$ cat config.mk
export PLATFORM = sky130hd
export DESIGN_NAME = uart_rx
export DESIGN_NICKNAME = d
export VERILOG_FILES = /design/src/rtl/uart_pkg.sv /design/src/rtl/uart_rx_sync.sv /design/src/rtl/uart_rx.sv
export SDC_FILE = /design/constraint.sdc
export NUM_CORES = 1
export LEC_CHECK = 0
export ABC_AREA = 1
export CAP_MARGIN = 20
export CORE_ASPECT_RATIO = 0.5
export CORE_MARGIN = 4
export CORE_UTILIZATION = 60
export DETAILED_ROUTE_END_ITERATION = 8
export PLACE_DENSITY_LB_ADDON = 0.05
export SYNTH_ARGS = -nofsm -noshare
export SYNTH_HDL_FRONTEND = slang
export SYNTH_SLANG_ARGS = --single-unit
export TNS_END_PERCENT = 1
$ cat constraint.sdc
create_clock -name clk -period 2.3 [get_ports clk]
set_input_delay 0.23 -clock clk [delete_from_list [all_inputs] [get_ports clk]]
set_output_delay 0.23 -clock clk [all_outputs]
set_load 0.02 [all_outputs]
$ cat src/rtl/uart_pkg.sv
// Shared UART definitions: FSM state encoding and the baud-period computation
// used by both the transmitter and the receiver.
package uart_pkg;

    typedef enum logic [2:0] {
        S_IDLE  = 3'd0,
        S_START = 3'd1,
        S_DATA  = 3'd2,
        S_STOP  = 3'd3
    } uart_state_e;

    // Clocks per serial bit; clk_fre is in MHz. Widened so large clocks cannot overflow.
    function automatic int calc_cycle(input int clk_fre, input int baud_rate);
        longint num;
        num = longint'(clk_fre) * 64'd1000000;
        return int'(num / longint'(baud_rate));
    endfunction

endpackage

$ cat src/rtl/uart_rx_sync.sv
// Three-flop synchroniser for the asynchronous serial line plus falling-edge detect.
// rx_s_o is the second (metastability-safe) stage; fall_o compares it with the third.
module uart_rx_sync
    import uart_pkg::*;
(
    input  logic clk_i,
    input  logic rst_i,
    input  logic rx_pin_i,
    output logic rx_s_o,
    output logic fall_o
);

    logic meta_q;
    logic sync_q;
    logic dly_q;

    always_ff @(posedge clk_i or posedge rst_i) begin
        if (rst_i) begin
            meta_q <= 1'b1;
            sync_q <= 1'b1;
            dly_q  <= 1'b1;
        end else begin
            meta_q <= rx_pin_i;
            sync_q <= meta_q;
            dly_q  <= sync_q;
        end
    end

    assign rx_s_o = sync_q;
    assign fall_o = dly_q & ~sync_q;

endmodule

$ cat src/rtl/uart_rx.sv
// 8N1 UART receiver: mid-bit sampling FSM with a valid/ready byte output,
// one-cycle framing-error and overrun pulses.
module uart_rx
    import uart_pkg::*;
#(
    parameter int CLK_FRE   = 50,
    parameter int BAUD_RATE = 115200
) (
    input  logic       clk,
    input  logic       rst,
    input  logic       rx_pin,
    output logic [7:0] rx_data,
    output logic       rx_data_valid,
    input  logic       rx_data_ready,
    output logic       frame_err,
    output logic       overrun
);

    localparam int          CYCLE     = calc_cycle(CLK_FRE, BAUD_RATE);
    localparam logic [31:0] HALF_LAST = 32'(CYCLE / 2 - 1);
    localparam logic [31:0] BIT_LAST  = 32'(CYCLE - 1);

    logic        rx_s;
    logic        fall;

    uart_state_e state_q;
    logic [31:0] cycle_cnt_q;
    logic [31:0] cycle_cnt_d;
    logic [2:0]  bit_cnt_q;
    logic [7:0]  shift_q;
    logic [7:0]  rx_data_q;
    logic        rx_data_valid_q;
    logic        frame_err_q;
    logic        overrun_q;

    uart_rx_sync u_sync (
        .clk_i    (clk),
        .rst_i    (rst),
        .rx_pin_i (rx_pin),
        .rx_s_o   (rx_s),
        .fall_o   (fall)
    );

    assign cycle_cnt_d = cycle_cnt_q + 32'd1;

    always_ff @(posedge clk or posedge rst) begin
        if (rst) begin
            state_q         <= S_IDLE;
            cycle_cnt_q     <= 32'd0;
            bit_cnt_q       <= 3'd0;
            shift_q         <= 8'h00;
            rx_data_q       <= 8'h00;
            rx_data_valid_q <= 1'b0;
            frame_err_q     <= 1'b0;
            overrun_q       <= 1'b0;
        end else begin
            frame_err_q <= 1'b0;
            overrun_q   <= 1'b0;
            // A byte load in S_STOP below overrides this clear in the same cycle.
            if (rx_data_valid_q && rx_data_ready) begin
                rx_data_valid_q <= 1'b0;
            end

            case (state_q)
                S_IDLE: begin
                    cycle_cnt_q <= 32'd0;
                    bit_cnt_q   <= 3'd0;
                    if (fall) begin
                        state_q <= S_START;
                    end
                end

                S_START: begin
                    if (cycle_cnt_q == HALF_LAST) begin
                        cycle_cnt_q <= 32'd0;
                        state_q     <= rx_s ? S_IDLE : S_DATA;
                    end else begin
                        cycle_cnt_q <= cycle_cnt_d;
                    end
                end

                S_DATA: begin
                    if (cycle_cnt_q == BIT_LAST) begin
                        shift_q[bit_cnt_q] <= rx_s;
                        cycle_cnt_q        <= 32'd0;
                        if (bit_cnt_q == 3'd7) begin
                            bit_cnt_q <= 3'd0;
                            state_q   <= S_STOP;
                        end else begin
                            bit_cnt_q <= bit_cnt_q + 3'd1;
                        end
                    end else begin
                        cycle_cnt_q <= cycle_cnt_d;
                    end
                end

                S_STOP: begin
                    if (cycle_cnt_q == BIT_LAST) begin
                        cycle_cnt_q <= 32'd0;
                        state_q     <= S_IDLE;
                        if (rx_s) begin
                            rx_data_q       <= shift_q;
                            rx_data_valid_q <= 1'b1;
                            overrun_q       <= rx_data_valid_q & ~rx_data_ready;
                        end else begin
                            frame_err_q <= 1'b1;
                        end
                    end else begin
                        cycle_cnt_q <= cycle_cnt_d;
                    end
                end

                default: begin
                    state_q     <= S_IDLE;
                    cycle_cnt_q <= 32'd0;
                    bit_cnt_q   <= 3'd0;
                end
            endcase
        end
    end

    assign rx_data       = rx_data_q;
    assign rx_data_valid = rx_data_valid_q;
    assign frame_err     = frame_err_q;
    assign overrun       = overrun_q;

endmodule

# Word level (Yosys, flattened, before mapping)
# Index checks and enable logic that the tools add are counted.
word_totals:
  latchBits: 0
  ramBits: 0
  rom_bits: 0
  output_inout_bits: 11
  elab_cells: 66
  memories: 0
  input_bits: 4
  regBits: 60
classes:
  shift: 0
  mul: 0
  reduce_logical: 9
  add_sub_neg: 2
  n_lt_le_gt_ge: 2
  muxes: 26
  div_mod_pow: 0
  n_eq_ne: 11
  n_bitwise: 5
ops:
  columns: ["operator", "count"]
  rows:
  - ["32-bit two-way mux", 2]
  - ["32-bit one-hot mux with 2 select lines", 1]
  - ["32-bit by 1-bit adder with 32-bit output (second input constant)", 1]
  - ["32-bit by 8-bit equality test with 1-bit output (second input constant)", 1]
  - ["32-bit by 9-bit equality test with 1-bit output (second input constant)", 1]
  - ["3-bit two-way mux", 7]
  - ["3-bit one-hot mux with 4 select lines", 1]
  - ["1-bit two-way mux", 11]
  - ["2-bit inequality test (second input constant)", 5]
  - ["8-bit bitwise mux", 1]
  - ["3-bit by 2-bit equality test with 1-bit output (second input constant)", 2]
  - ["3-bit one-hot mux with 2 select lines", 1]
  - ["5-bit AND reduction", 1]
  - ["3-bit by 4-bit < comparator with 1-bit output (second input constant)", 1]
  - ["2-bit AND reduction", 2]
  - ["2-bit OR reduction", 2]
  - ["3-bit by 1-bit adder with 3-bit output (second input constant)", 1]
  - ["1-bit demux with 3-bit select", 1]
  - ["3-bit by 1-bit equality test with 1-bit output (second input constant)", 1]
  - ["3-bit equality test (second input constant)", 1]
  - ["3-bit by 1-bit greater-or-equal comparator with 1-bit output (second input constant)", 1]
  - ["3-bit zero test", 1]
  - ["1-bit inverter", 3]
  - ["3-bit AND reduction", 1]
  - ["3 further kinds", 5]

# Logic depth before layout (Yosys ltp)
# Gate-level depths: netlist of the first run.
depth:
  ltp_word: 5
  depth_mapped: 11
  mapped_depth_nobuf: 11

# Hierarchy
# Synthesis of the first run repeated with hierarchy kept, for this count alone.
hier_totals:
  hier_cells: 485
  hier_area_um2: 3483.3
by_module_without_submodules:
  columns: ["mod", "n_inst", "seq_area_each_um2", "area_per_inst_um2", "cells_each"]
  rows:
  - ["uart_rx", 1, 1401.3, 3390.8, 479]
  - ["uart_rx_sync", 1, 78.8, 92.6, 6]

# Least setup slack after synthesis of the first run
# Ideal clock, no wire load.
synth_path:
  path_type: "reg2reg"
  from: "register cycle_cnt_q[1]"
  to: "register rx_data_q[7], in the netlist rx_data[7]"
  t_required_ns: 2.181
  path_stages_with_launch: 11
  period_less_slack_ns: 1.564
  setup_time_ns: 0.119
  t_arrival_ns: 1.445
  path_buffers: 1
  path_slack_ns: 0.736
  path_cell_list: "dfrtp_1 inv_1 ha_1 nand2_1 nor2_1 nand2_2 nor2_4 nand3_4 buf_6 nor2_2 a21oi_2"
synth_between:
  elab_chain_len: 2
synth_lines:
  columns: ["item", "line", "text"]
  rows:
  - ["start, declared", "uart_rx.sv:27", "logic [31:0] cycle_cnt_q;"]
  - ["start signal, assigned", "uart_rx.sv:78", "cycle_cnt_q <= cycle_cnt_d;"]
  - ["start signal, assigned", "uart_rx.sv:93", "cycle_cnt_q <= cycle_cnt_d;"]
  - ["start signal, assigned", "uart_rx.sv:109", "cycle_cnt_q <= cycle_cnt_d;"]
  - ["32-bit by 9-bit equality test with 1-bit output", "uart_rx.sv:98", "if (cycle_cnt_q == BIT_LAST) begin"]
  - ["3-bit AND reduction (no source line)", null, null]
  - ["end signal, assigned", "uart_rx.sv:102", "rx_data_q <= shift_q;"]
  - ["end, declared", "uart_rx.sv:31", "logic [7:0] rx_data_q;"]
# No other way between the ends.
# A chain may end at the register's enable or synchronous reset.

# Worst setup path after layout of the first run
layout_path:
  from: "register cycle_cnt_q[1]"
  to: "register shift_q[6]"
layout_between:
  elab_chain_len: 2
layout_lines:
  columns: ["item", "line", "text"]
  rows:
  - ["32-bit by 9-bit equality test with 1-bit output", "uart_rx.sv:83", "if (cycle_cnt_q == BIT_LAST) begin"]
  - ["2-bit AND reduction (no source line)", null, null]
  - ["end signal, assigned by index", "uart_rx.sv:84", "shift_q[bit_cnt_q] <= rx_s;"]
  - ["end, declared", "uart_rx.sv:30", "logic [7:0] shift_q;"]
# No other way between the ends.

==> results of run 1 <==
per-layer routing:
metal / wire length [um] / GRT usage, % / up-vias
li1: - / - / 1405
met1: 3243 / 29.86 / 1271
met2: 3149 / 39.14 / 50
met3: 357 / 7.869 / 11
met4: 113 / 7.021 / 0
met5: 0 / 0 / -
logic make-up (layout without fill, tap and decap cells):
kind of cell | count (synthesis) | count (layout) | share of synthesized area [%]
AOI/OAI and AO/OA | 21 | 21 | 4.175
xor gates and xnor gates | 24 | 24 | 6.376
adders and majority gates | 6 | 6 | 2.277
buffers and inverters | 54 | 80 | 6.869
DFF | 59 | 59 | 44.90
and+or+nand+nor | 270 | 270 | 35.41
final timing paths:
path	from	to	cells after the start	slack, ps
setup / recovery	cycle_cnt_q[1]	shift_q[6]	9	450
hold / removal	rst	rx_data[1]	2	240
setup reg to reg	cycle_cnt_q[1]	shift_q[6]	9	450
hold reg to reg	u_sync.meta_q	u_sync.rx_s_o	0	350
max in group asynchronous	rst	u_sync.meta_q	3	1440
min in group clk	rx_pin	u_sync.meta_q	1	300
layout make-up:
class / instances / area, um2
clock buffer: 14 / 162.7
clock inverter: 2 / 10.01
fill: 429 / 1438
inverter: 49 / 183.9
multi-input combinational: 321 / 1590
sequential: 59 / 1480
tap: 70 / 87.58
timing repair buffer: 15 / 160.2
sequential cells by signal, indices dropped and copies added (netlist names), 2 cells and up:
name and flops:
cycle_cnt_q 32, state_q 2, shift_q 8, bit_cnt_q 3, rx_data 8
layout by cell type (no fill, tap or decap), drive strengths merged, types with 14 or more instances in the layout:
cell type	instances
nor2	113
nand3	26
clkbuf	14
nand2	98
a21oi	16
dfrtp	56
nor3	20
inv	49
clkdlybuf4s50	14
metrics by stage:
stage	utilization (%)	setup WS, ps	std cells	total power (uW)
finish	71.88	451.9	530	2419
global route	71.88	218.6	530	2588
CTS	71.88	460.8	530	2453
detailed placement	68.50	480.4	514	1617
global placement	68.50	546.2	514	1597
floorplan	-	618.6	434	1537
power by group through the flow:
stage	Sequential, uW	Combinational [uW]	Clock [uW]
2_1_floorplan	1150	389	0
3_3_place_gp	1160	434	0
3_5_place_dp	1160	452	0
4_1_cts	1150	454	853
5_1_grt	1160	523	908
6_report	1150	451	821
==> summary.md, run 1 <==
| Metric | Value |
|---|---|
| Final period demand of the worst path | `1848 ps` |
| DP HPWL | `5145 um` |
| F_max | `541.1 MHz` |
| Post-Syn Nets | `444` |
| CP max-delay cell | `dfrtp_1` |
| Most numerous cell in the Yosys netlist | `nor2_1` |
| Yosys warns | `0` |
| Number of vias per cell | `5.164` |
| Per-instance average area after synthesis | `7.597 um2` |
| Diodes inserted | `0` |
| Final Cell Area | `3675 um2` |
| Slew @ Worst Pin | `504.2 ps` |
| Routed Antenna Nets | `0` |
| P_int | `1651 uW` |
| Relative slew slack | `66.34%` |
| First-pass GRT wire length | `12230 um` |
| Final period util | `80.35%` |
| CP required | `2530 ps` |
| Crit path top cell by count | `nand2_1` |
| Hold Path Class | `input port to async pin` |
| Gr ovfl total | `0` |
| Pin count of the biggest net entering global routing | `37` |
| Crit path kind | `flip-flop to flip-flop` |
| Worst setup SP type | `flip-flop` |
| Die area | `6817 um2` |
| I/O pins | `15` |
| Combinational share of power | `18.6%` |
| Post-Route WL | `6864 um` |
| # resized after CTS | `0` |
| Total GRT Usage | `23.43%` |
| Peak VDD IR | `0.0004284 V` |
| Switching share of total power | `31.76%` |
| Initial core utilization | `64.49%` |
| H-tree depth | `3` |
| Drt wl/cell | `12.95 um` |
| CP bufs+invs | `1` |
| P&R area growth vs syn | `11.46%` |
| Endpoint type of the worst setup path | `flip-flop` |
| CP top delay family | `simple AND/OR/NAND/NOR gates` |
| Most frequent cells after synthesis | `105 x nor2_1, 94 x nand2_1, 56 x dfrtp_1` |
| Dpl cell area | `3502 um2` |
| Post-Synthesis Cells | `434` |
| Hold slack | `235.4 ps` |
| Clock skew | `3.919 ps` |
| Clock Path Buffers | `2` |
| Fin. Hold Viols | `0` |
| Core area | `5112 um2` |
| Cell Pwr Density | `658.3 nW/um2` |
| DRC | `0` |
| CTS tree | `yes` |
| Switching power | `768.4 uW` |
| Clock transition at the registers of the reported paths | `60 ps` |
| Clock share of power | `34.0%` |
| Unique masters post-synth | `30` |
| Total CTS buffers | `9` |
| Ys async rst share | `100.0%` |
| Part of the power in registers | `47.4%` |
| CP Max Fanout | `14` |
| Largest cells by area after synthesis | `dfrtp_1 43%, nor2_1 12%, nand2_1 11%, inv_1 5.4%, nand3_1 3.8%` |
| Core Rows | `18` |
| Post-synth top area cell | `dfrtp_1` |
| Post-synthesis register bit count | `59` |
| Post-synthesis sequential area ratio | `44.90%` |
| Die Width | `112.8 um` |
| Max-Cap Viols | `0` |
| Final Net Count | `465` |
| Initial antenna violation count | `0` |
| First drt pass iteration count | `4` |
| Setup-failing EPs final | `0` |
| Clk_lat worst skew | `340 ps` |
| DRT iter0 DRCs | `239` |
| Final setup TNS | `0 ps` |
| Port buffer count | `14` |
| CP peak stage delay | `410 ps` |
| Pleak | `0.001626 uW` |
| Root Buffer | `clkbuf_8` |
| Post-CTS Setup Bufs | `0` |
| Worst-path cell chain | `inv_1 -> ha_1 -> nand2_1 -> nor3_1 -> nand2_1 -> nor2_2 -> nand2_1 -> nand2_1 -> nand2_1` |
| RSZ-0062 raised after global routing | `no` |
| Top FF cell, synth | `dfrtp_1` |
| Pins Over Slew Limit | `0` |
| Layout cells sized above 1 | `9.130%` |
| Synth top area share | `42.50%` |
| Post-synth EDFFs | `0` |
| Hold buffer count at cts | `0` |
| Mapped Area | `3297 um2` |
| Vias | `2737` |
| Routability cong. | `0.9312` |
| WP data arrival | `2080 ps` |
| Status | `complete, no violations` |
| Clk sinks | `59` |
| Vias in the first global route | `2640` |
| Die Y | `60.42 um` |
(Power assumes the default switching activity.)
==> inputs of run 2 (changes only) <==
CORE_UTILIZATION = 54   (was 60)
clock period = 1.66 ns   (was 2.3 ns; I/O delays follow)
==> summary.md, run 2 (synthesized netlist as in run 1, its figures left out) <==
| Metric | Value |
|---|---|
| Status | `finished, violations left` |
| Failing checks | `setup timing` |
| Dpl cell area | `3914 um2` |
| Clock Path Buffers | `2` |
| Most frequent cells in the layout | `91 x nor2_1, 89 x nand2_1, 55 x dfrtp_1, 52 x buf_4, 43 x inv_1` |
| Met1 GRT Util | `28.17%` |
| Endpoint type of the worst setup path | `flip-flop` |
| Vias | `3012` |
| Layout cells sized above 1 | `24.51%` |
| Total GRT Usage | `22.46%` |
| Core area | `5682 um2` |
| Pins Over Slew Limit | `0` |
| Final period util | `101.9%` |
| CP required | `1920 ps` |
| I/O pins | `15` |
| Met3 usage | `6.702%` |
| Relative slew slack | `72.47%` |
| Post-Route WL | `7851 um` |
| Hold buffer count at cts | `0` |
| Slew @ Worst Pin | `412.3 ps` |
| Die area | `7495 um2` |
| CP peak stage delay | `380 ps` |
| Clk_lat worst skew | `330 ps` |
| Clk sinks | `59` |
| Cell Pwr Density | `1037 nW/um2` |
| First-pass GRT wire length | `13400 um` |
| Drt wl/cell | `13.37 um` |
| Total CTS buffers | `9` |
| Layout filler cell count | `408` |
| Root Buffer | `clkbuf_16` |
| Gr ovfl total | `0` |
| Max-Cap Viols | `0` |
| Fin. Hold Viols | `0` |
| Final period demand of the worst path | `1691 ps` |
| H-tree depth | `3` |
| Final Net Count | `519` |
| Final Cell Area | `4338 um2` |
| Peak VDD IR | `0.0005471 V` |
| P&R area growth vs syn | `31.57%` |
| Setup-failing EPs final | `17` |
| Clock transition at the registers of the reported paths | `50 ps` |
| Routed Antenna Nets | `0` |
| Pin count of the biggest net entering global routing | `33` |
| Pre-CTS WS | `-70.69 ps` |
| DRT iter0 DRCs | `226` |
| RSZ-0062 raised after global routing | `yes` |
| CTS tree | `yes` |
| Final worst slack | `-31.19 ps` |
| Die Width | `118.5 um` |
| WP data arrival | `1950 ps` |
| Busiest grt layer | `met2` |
| Die Y | `63.25 um` |
| Number of vias per cell | `5.131` |
| Final setup TNS | `-249.5 ps` |
| First drt pass iteration count | `5` |
| Initial antenna violation count | `0` |
| M2 GR Usage | `38.17%` |
| DRC | `0` |
| CP Max Fanout | `14` |
| Pleak | `0.001986 uW` |
| Vias in the first global route | `2972` |
| F_max | `591.3 MHz` |
| Crit path kind | `flip-flop to flip-flop` |
| CP max-delay cell | `dfrtp_1` |
| Core Rows | `19` |
| Worst-path cell chain | `nor2_1 -> nand2_1 -> nor2_2 -> nand2_2 -> nor2_4 -> nand3_4 -> buf_4 -> a21oi_2` |
| Port buffer count | `14` |
| Initial core utilization | `58.03%` |
| Fin cells | `587` |
| Largest register FFs | `32` |
| Routability cong. | `0.9493` |
| Post-Place Cells | `568` |
| Worst setup SP type | `flip-flop` |
| Diodes inserted | `0` |
| Hold Path Class | `input port to async pin` |
| Clock skew | `4.574 ps` |
| Leading cell type in the layout, fill and taps excluded | `nor2_1` |
| R2R Setup Slk | `-30 ps` |
| DP HPWL | `5727 um` |
| Reg with most FFs | `cycle_cnt_q` |
[run 2: cell count changes in the layout (fill, tap and decap cells not counted), moves of 3 or more]
cell,change
buf_4,+52
clkbuf_1,-3
clkbuf_16,+9
clkbuf_8,-9
inv_1,-3
inv_2,+3
nand2_1,-5
nand2_2,+5
nor2_1,-14
nor2_2,+13
[run 2: final timing paths]
kind                                 startpoint              to  cells past startpoint
max in group asynchronous                   rst  cycle_cnt_q[0]                      3
worst max register to register  cycle_cnt_q[16]      rx_data[7]                      8
worst min register to register    u_sync.meta_q   u_sync.rx_s_o                      0
worst max-delay path            cycle_cnt_q[16]      rx_data[7]                      8
worst min-delay path                        rst   rx_data_valid                      2
min in group clk                         rx_pin   u_sync.meta_q                      1
[run 2: final cells by class]
class	count	area, um2	area share (%)
clock buffer	11	252.7	5.826
clock inverter	5	75.07	1.731
inverter	49	183.9	4.240
multi-input combinational	321	1663	38.33
sequential	59	1481	34.15
tap	73	91.34	2.106
timing repair buffer	69	590.6	13.61
[run 2: layer usage]
| metal | part of all wire [%] | vias to the layer above |
|---|---|---|
| met5 | 0 | - |
| met4 | 2.2 | 0 |
| met3 | 6.1 | 19 |
| met2 | 47 | 89 |
| met1 | 45 | 1407 |
| li1 | - | 1497 |
[run 2: critical path, delay by kind of cell, from the launching register on]
kind / cells / cell delay, ps
compound gates: 1 / 120
buf+inv: 1 / 200
flops: 1 / 380
simple gates: 6 / 920
[run 2: per-stage QoR]
step | power (uW) | utilization (%) | hold WS [ps]
floorplan | 2130 | - | 170.5
global placement | 2401 | 68.88 | 346.2
detailed placement | 2436 | 68.88 | 349.1
CTS | 4490 | 75.07 | 149.2
global route | 4714 | 76.35 | 166.8
finish | 4497 | 76.35 | 140.5
[run 2: power by group]
part | internal, uW | total, uW | switching (uW) | leakage [uW]
clock network | 1390 | 2030 | 642 | 0.000165
logic | 333 | 883 | 550 | 0.00101
registers | 1500 | 1590 | 83.4 | 0.000808
total | 3220 | 4500 | 1280 | 0.00199
[run 2: timing repair]
| action | in CTS | in global routing |
|---|---|---|
| setup buffers | 1 | 2 |
| resized for setup | 6 | 22 |
| setup endpoints to repair | 37 | 49 |
| pin swaps | 1 | 10 |
| endpoints found under the hold margin | 0 | 0 |
